[src/rtl/bcd_score_keeper.sv]
// BCD score counter with high-score register, play/over FSM and seg7 display drive.
// Scores rising edges of the OR of an event bus, saturating at all 9s.
module bcd_score_keeper #(
  parameter int unsigned DIGITS  = 2,
  parameter int unsigned EVENT_W = 16
) (
  input  logic                  clk,
  input  logic                  rst,
  input  logic [EVENT_W-1:0]    events,
  input  logic [3:0]            step,
  input  logic                  gameover,
  input  logic                  start,
  input  logic                  show_high,
  output logic [4*DIGITS-1:0]   score_bcd,
  output logic [4*DIGITS-1:0]   high_bcd,
  output logic [7*DIGITS-1:0]   hex,
  output logic                  playing,
  output logic                  new_record,
  output logic                  saturated
);

  typedef enum logic [0:0] {StPlay, StOver} state_e;

  state_e              state_q, state_d;
  logic [4*DIGITS-1:0] score_q, score_d;
  logic [4*DIGITS-1:0] high_q, high_d;
  logic [4*DIGITS-1:0] sum;
  logic                prev_q;
  logic                new_record_q, new_record_d;
  logic                saturated_q, saturated_d;
  logic                ev_any, hit, sum_ovf, carry;
  logic [3:0]          step_c;
  logic [4:0]          acc;

  assign ev_any = |events;
  assign hit    = ev_any & ~prev_q;
  assign step_c = (step > 4'd9) ? 4'd9 : step;

  // Decimal ripple add of the clamped step into digit 0; carry-out means overflow.
  always_comb begin
    carry = 1'b0;
    acc   = '0;
    sum   = '0;
    for (int i = 0; i < DIGITS; i++) begin
      acc = {1'b0, score_q[4*i +: 4]} + {4'b0, carry};
      if (i == 0) acc = acc + {1'b0, step_c};
      if (acc > 5'd9) begin
        acc   = acc - 5'd10;
        carry = 1'b1;
      end else begin
        carry = 1'b0;
      end
      sum[4*i +: 4] = acc[3:0];
    end
    sum_ovf = carry;
  end

  always_comb begin
    state_d      = state_q;
    score_d      = score_q;
    high_d       = high_q;
    new_record_d = new_record_q;
    saturated_d  = saturated_q;
    case (state_q)
      StPlay: begin
        if (gameover) begin
          state_d = StOver;
          // Packed BCD orders the same as unsigned binary.
          if (score_q > high_q) begin
            high_d       = score_q;
            new_record_d = 1'b1;
          end else begin
            new_record_d = 1'b0;
          end
        end else if (hit) begin
          if (sum_ovf) begin
            score_d     = {DIGITS{4'h9}};
            saturated_d = 1'b1;
          end else begin
            score_d = sum;
          end
        end
      end
      StOver: begin
        if (start) begin
          state_d     = StPlay;
          score_d     = '0;
          saturated_d = 1'b0;
        end
      end
      default: state_d = StPlay;
    endcase
  end

  always_ff @(posedge clk) begin
    if (rst) begin
      state_q      <= StPlay;
      score_q      <= '0;
      high_q       <= '0;
      prev_q       <= 1'b0;
      new_record_q <= 1'b0;
      saturated_q  <= 1'b0;
    end else begin
      state_q      <= state_d;
      score_q      <= score_d;
      high_q       <= high_d;
      prev_q       <= ev_any;
      new_record_q <= new_record_d;
      saturated_q  <= saturated_d;
    end
  end

  // Active-high segments, bit 0 = a ... bit 6 = g.
  function automatic logic [6:0] seg7(input logic [3:0] d);
    case (d)
      4'd0:    seg7 = 7'h3F;
      4'd1:    seg7 = 7'h06;
      4'd2:    seg7 = 7'h5B;
      4'd3:    seg7 = 7'h4F;
      4'd4:    seg7 = 7'h66;
      4'd5:    seg7 = 7'h6D;
      4'd6:    seg7 = 7'h7D;
      4'd7:    seg7 = 7'h07;
      4'd8:    seg7 = 7'h7F;
      4'd9:    seg7 = 7'h6F;
      default: seg7 = 7'h00;
    endcase
  endfunction

  always_comb begin
    hex = '0;
    for (int i = 0; i < DIGITS; i++) begin
      hex[7*i +: 7] = seg7(show_high ? high_q[4*i +: 4] : score_q[4*i +: 4]);
    end
  end

  assign score_bcd  = score_q;
  assign high_bcd   = high_q;
  assign playing    = (state_q == StPlay);
  assign new_record = new_record_q;
  assign saturated  = saturated_q;

endmodule

[config.mk]
export PLATFORM = sky130hd
export DESIGN_NAME = bcd_score_keeper
export DESIGN_NICKNAME = d
export VERILOG_FILES = /design/src/rtl/bcd_score_keeper.sv
export SDC_FILE = /design/constraint.sdc
export NUM_CORES = 1
export LEC_CHECK = 0
export ABC_CLOCK_PERIOD_IN_PS = 3300
export CAP_MARGIN = 25
export CORE_ASPECT_RATIO = 0.8
export CORE_MARGIN = 8
export CORE_UTILIZATION = 43
export CTS_CLUSTER_DIAMETER = 30
export DETAILED_ROUTE_END_ITERATION = 12
export GPL_TIMING_DRIVEN = 0
export MAX_ROUTING_LAYER = met4
export PLACE_DENSITY = 0.77
export SLEW_MARGIN = 20
export SYNTH_ARGS = -nofsm -noshare
export SYNTH_HDL_FRONTEND = slang
export SYNTH_SLANG_ARGS = --single-unit
[constraint.sdc]
create_clock -name clk -period 3.3 [get_ports clk]
set_input_delay 0.33 -clock clk [delete_from_list [all_inputs] [get_ports clk]]
set_output_delay 0.33 -clock clk [all_outputs]
set_load 0.05 [all_outputs]
==> impl_metrics.json <==
{
  "die_area_um2": 6910,
  "met2_usage_pct": 24.8,
  "power_uw": 810,
  "root_buffer": "clkbuf_8",
  "drtAntennaViolNets": 0,
  "rsz0062_at_grt": "yes",
  "synth_area_um2": 1930,
  "swShare_pct": 36.6,
  "fp-row-count": 21,
  "synth_seq_area_share_pct": 20.7,
  "synthAdderAreaFrac_pct": 18.5,
  "finalCritPeriodShare_pct": 98.8,
  "internal-power_uw": 514,
  "wl_per_cell_um": 14.5,
  "numCtsBuffers": 3,
  "final_common_cell": "clkdlybuf4s50_1",
  "synth_nets": 284,
  "nNetsFinal": 359,
  "power.density_nw_per_um2": 280,
  "yosys_register_bits": 20,
  "end_kind": "flop",
  "layout_min_cycle_time_ns": 3.26,
  "pwr-share-clk_pct": 23.8,
  "async_flop_share_pct": 0,
  "dp_slack_ns": -0.731,
  "routed_via_density": 5.26,
  "first_pass_iters": 4,
  "clkTransAtPathRegs_ns": 0.08,
  "setup_violations": 0,
  "synth_top_area_share_pct": 20.7,
  "grt_pass1_vias": 1897,
  "die_h_um": 76.0,
  "routabilityCongestion": 0.826,
  "syn_inst": 231,
  "use_met3_pct": 3.15,
  "htreeDepth": 1,
  "cap_violations": 0,
  "drive_gt1_share_pct": 20.7,
  "power_frac_seq_pct": 32.4,
  "die_x_um": 91.0,
  "ios": 58,
  "critical_path_required_ns": 3.48,
  "ys_warn_count": 0,
  "ir_drop_uv": 141,
  "hold_path.class": "flop to flop",
  "grt.overflow.total": 0,
  "worstPathMaxFanout": 4,
  "cts.sinks": 20,
  "layout_common_cells": "42 x clkdlybuf4s50_1, 23 x ha_1, 19 x inv_1, 19 x nand2b_1, 17 x dfxtp_1",
  "grt_max_degree": 12,
  "ctsLongestPathBuffers": 2,
  "grt-busiest-layer": "met2",
  "core_area_um2": 4260,
  "pwr-share-comb_pct": 43.9,
  "antenna_found_initial": 0,
  "maxSlewHeadroom_pct": 48.8,
  "netSwitchingPower_uw": 296,
  "synthTopCellsByArea": "dfxtp_1 21%, ha_1 17%, mux2i_1 8.3%, nand2b_1 6.5%, inv_1 4.1%",
  "worstMarginPinSlew_ns": 0.747,
  "cellLeakagePower_uw": 0.00120,
  "status": "finished, final reports clean",
  "yosysUniqueCellTypes": 48,
  "holdBufCountCts": 0,
  "synthMuxAreaShare_pct": 9.45,
  "synth_ff_type": "dfxtp_1",
  "syn_to_final_growth_pct": 49.8,
  "synth_top_family_by_area": "simple AND/OR/NAND/NOR gates",
  "finish.utilization_pct": 68.0,
  "max_freq_mhz": 307,
  "grt_use_met1_pct": 19.5,
  "drt_iter0_markers": 66,
  "route.vias.total": 1903,
  "synth_compound_area_share_pct": 20.8,
  "crit_arrival_ns": 3.44,
  "skew_ns": 0.00470,
  "grt_first_pass_wirelength_um": 8990,
  "syn_avg_cell_area_um2": 8.37,
  "start_kind": "input port",
  "portBuffers": 56,
  "synth_edf_count": 0,
  "drt-total-wl_um": 5250,
  "worst_slack_ns": 0.0390,
  "diodes": 0,
  "critPathKind": "input port to flop",
  "cts_tree": "yes",
  "drcViolationCount": 0,
  "start_util_pct": 45.4,
  "dp_hpwl_um": 3950,
  "seqCellArea_um2": 409,
  "stdcell_count": 362,
  "insertion_delay_ns": 0.26,
  "slew_viol_final": 0,
  "hold_viol_final": 0,
  "num-fill-cells": 369,
  "synthXorXnorAreaFrac_pct": 1.81,
  "multi_input_area_um2": 1590,
  "dpl.cell_count": 344,
  "grt.total_usage_pct": 15.4,
  "yosysTopAreaCell": "dfxtp_1",
  "synth-simple-area-share_pct": 23.5
}
-- metrics by stage --
| step | setup TNS [ns] | area [µm²] | hold slack, ns |
|---|---|---|---|
| final | 0 | 2900 | 0.483 |
| after floorplan | 0 | 2000 | 0.499 |
| after detailed placement | -6.66 | 2640 | 0.473 |
| after global placement | -6.34 | 2640 | 0.460 |
| after CTS | 0 | 2850 | 0.485 |
| after global routing | -0.152 | 2900 | 0.507 |
-- sequential cells by signal, summed over array words and instances (netlist names) --
name and flops:
new_record 1, high_bcd 8, score_bcd 8, state_q 1, saturated 1, prev_q 1
-- layout make-up --
class,instances,share of cell area [%]
Sequential cell,20,14.1
Tap cell,57,2.46
Clock buffer,4,1.90
Multi-Input combinational cell,184,55.0
Buffer,6,0.821
Timing Repair Buffer,70,22.9
Inverter,21,2.72
-- cell usage after synthesis, types with 2 or more instances --
master and number:
ha_1 27, inv_1 21, dfxtp_1 20, nand2b_1 20
mux2i_1 16, nand2_1 16, o21ai_0 13, a21oi_1 10
nor2_1 10, nor2b_1 7, clkbuf_1 5, nor3_1 5
o21a_1 5, o22ai_1 4, a211oi_1 3, a31oi_1 3
or4_4 3, a21o_1 2, a22o_1 2, and2_1 2
mux2_2 2, nand3_1 2, nand4_1 2, nor4b_1 2
o41ai_1 2, or2b_2 2, or3b_2 2, xnor2_1 2
xor2_1 2
-- metal layers --
metal,up-vias,part of all wire (%)
met1,881,49
li1,972,-
met3,5,4.3
met5,-,0
met4,0,0.36
met2,45,46
-- power groups by stage --
stage	Sequential (µW)	Combinational, µW	Clock, µW
floorplan	290	191	0
CTS	263	343	195
global route	264	383	207
finish	262	356	192
global placement	268	310	0
detailed placement	268	314	0
-- path summary, 6_finish.rpt --
check / startpoint / to / slack (ns) / cells after the start
setup / recovery: step[0] / score_bcd[2]$_SDFFE_PP0P_ / 0.04 / 18
hold reg to reg: new_record$_SDFFE_PP0P_ / new_record$_SDFFE_PP0P_ / 0.48 / 2
setup reg to reg: score_bcd[0]$_SDFFE_PP0P_ / score_bcd[2]$_SDFFE_PP0P_ / 0.04 / 16
hold / removal: new_record$_SDFFE_PP0P_ / new_record$_SDFFE_PP0P_ / 0.48 / 2
-- cells by family (layout without fill, tap and decap cells) --
kind of cell	Yosys count	count (layout)
adders and majority gates	28	28
muxes	18	18
AOI/OAI and AO/OA	55	55
and+or+nand+nor	79	79
xor gates and xnor gates	4	4
DFF	20	20
buffers and inverters	27	101
-- worst max-delay path, cell delays in order --
cell           delay, ns
dlygate4sd2_1       0.19
nand2b_4            0.12
ha_4                0.13
inv_2               0.04
fa_2                0.40
buf_6               0.14
xor2_4              0.15
nand2_2             0.08
inv_2               0.04
o21ai_2             0.13
ha_2                0.23
ha_4                0.21
or2b_4              0.24
a31o_4              0.24
a31o_4              0.23
buf_6               0.13
a21o_4              0.17
o32ai_2             0.22
-- what timing repair did --
item,in CTS,in global routing
setup buffers,11,3
setup endpoints to repair,20,11
resized for setup,29,16
cloned,0,0
pin swaps,14,4
Note: power is estimated with default switching activity, not from simulation.
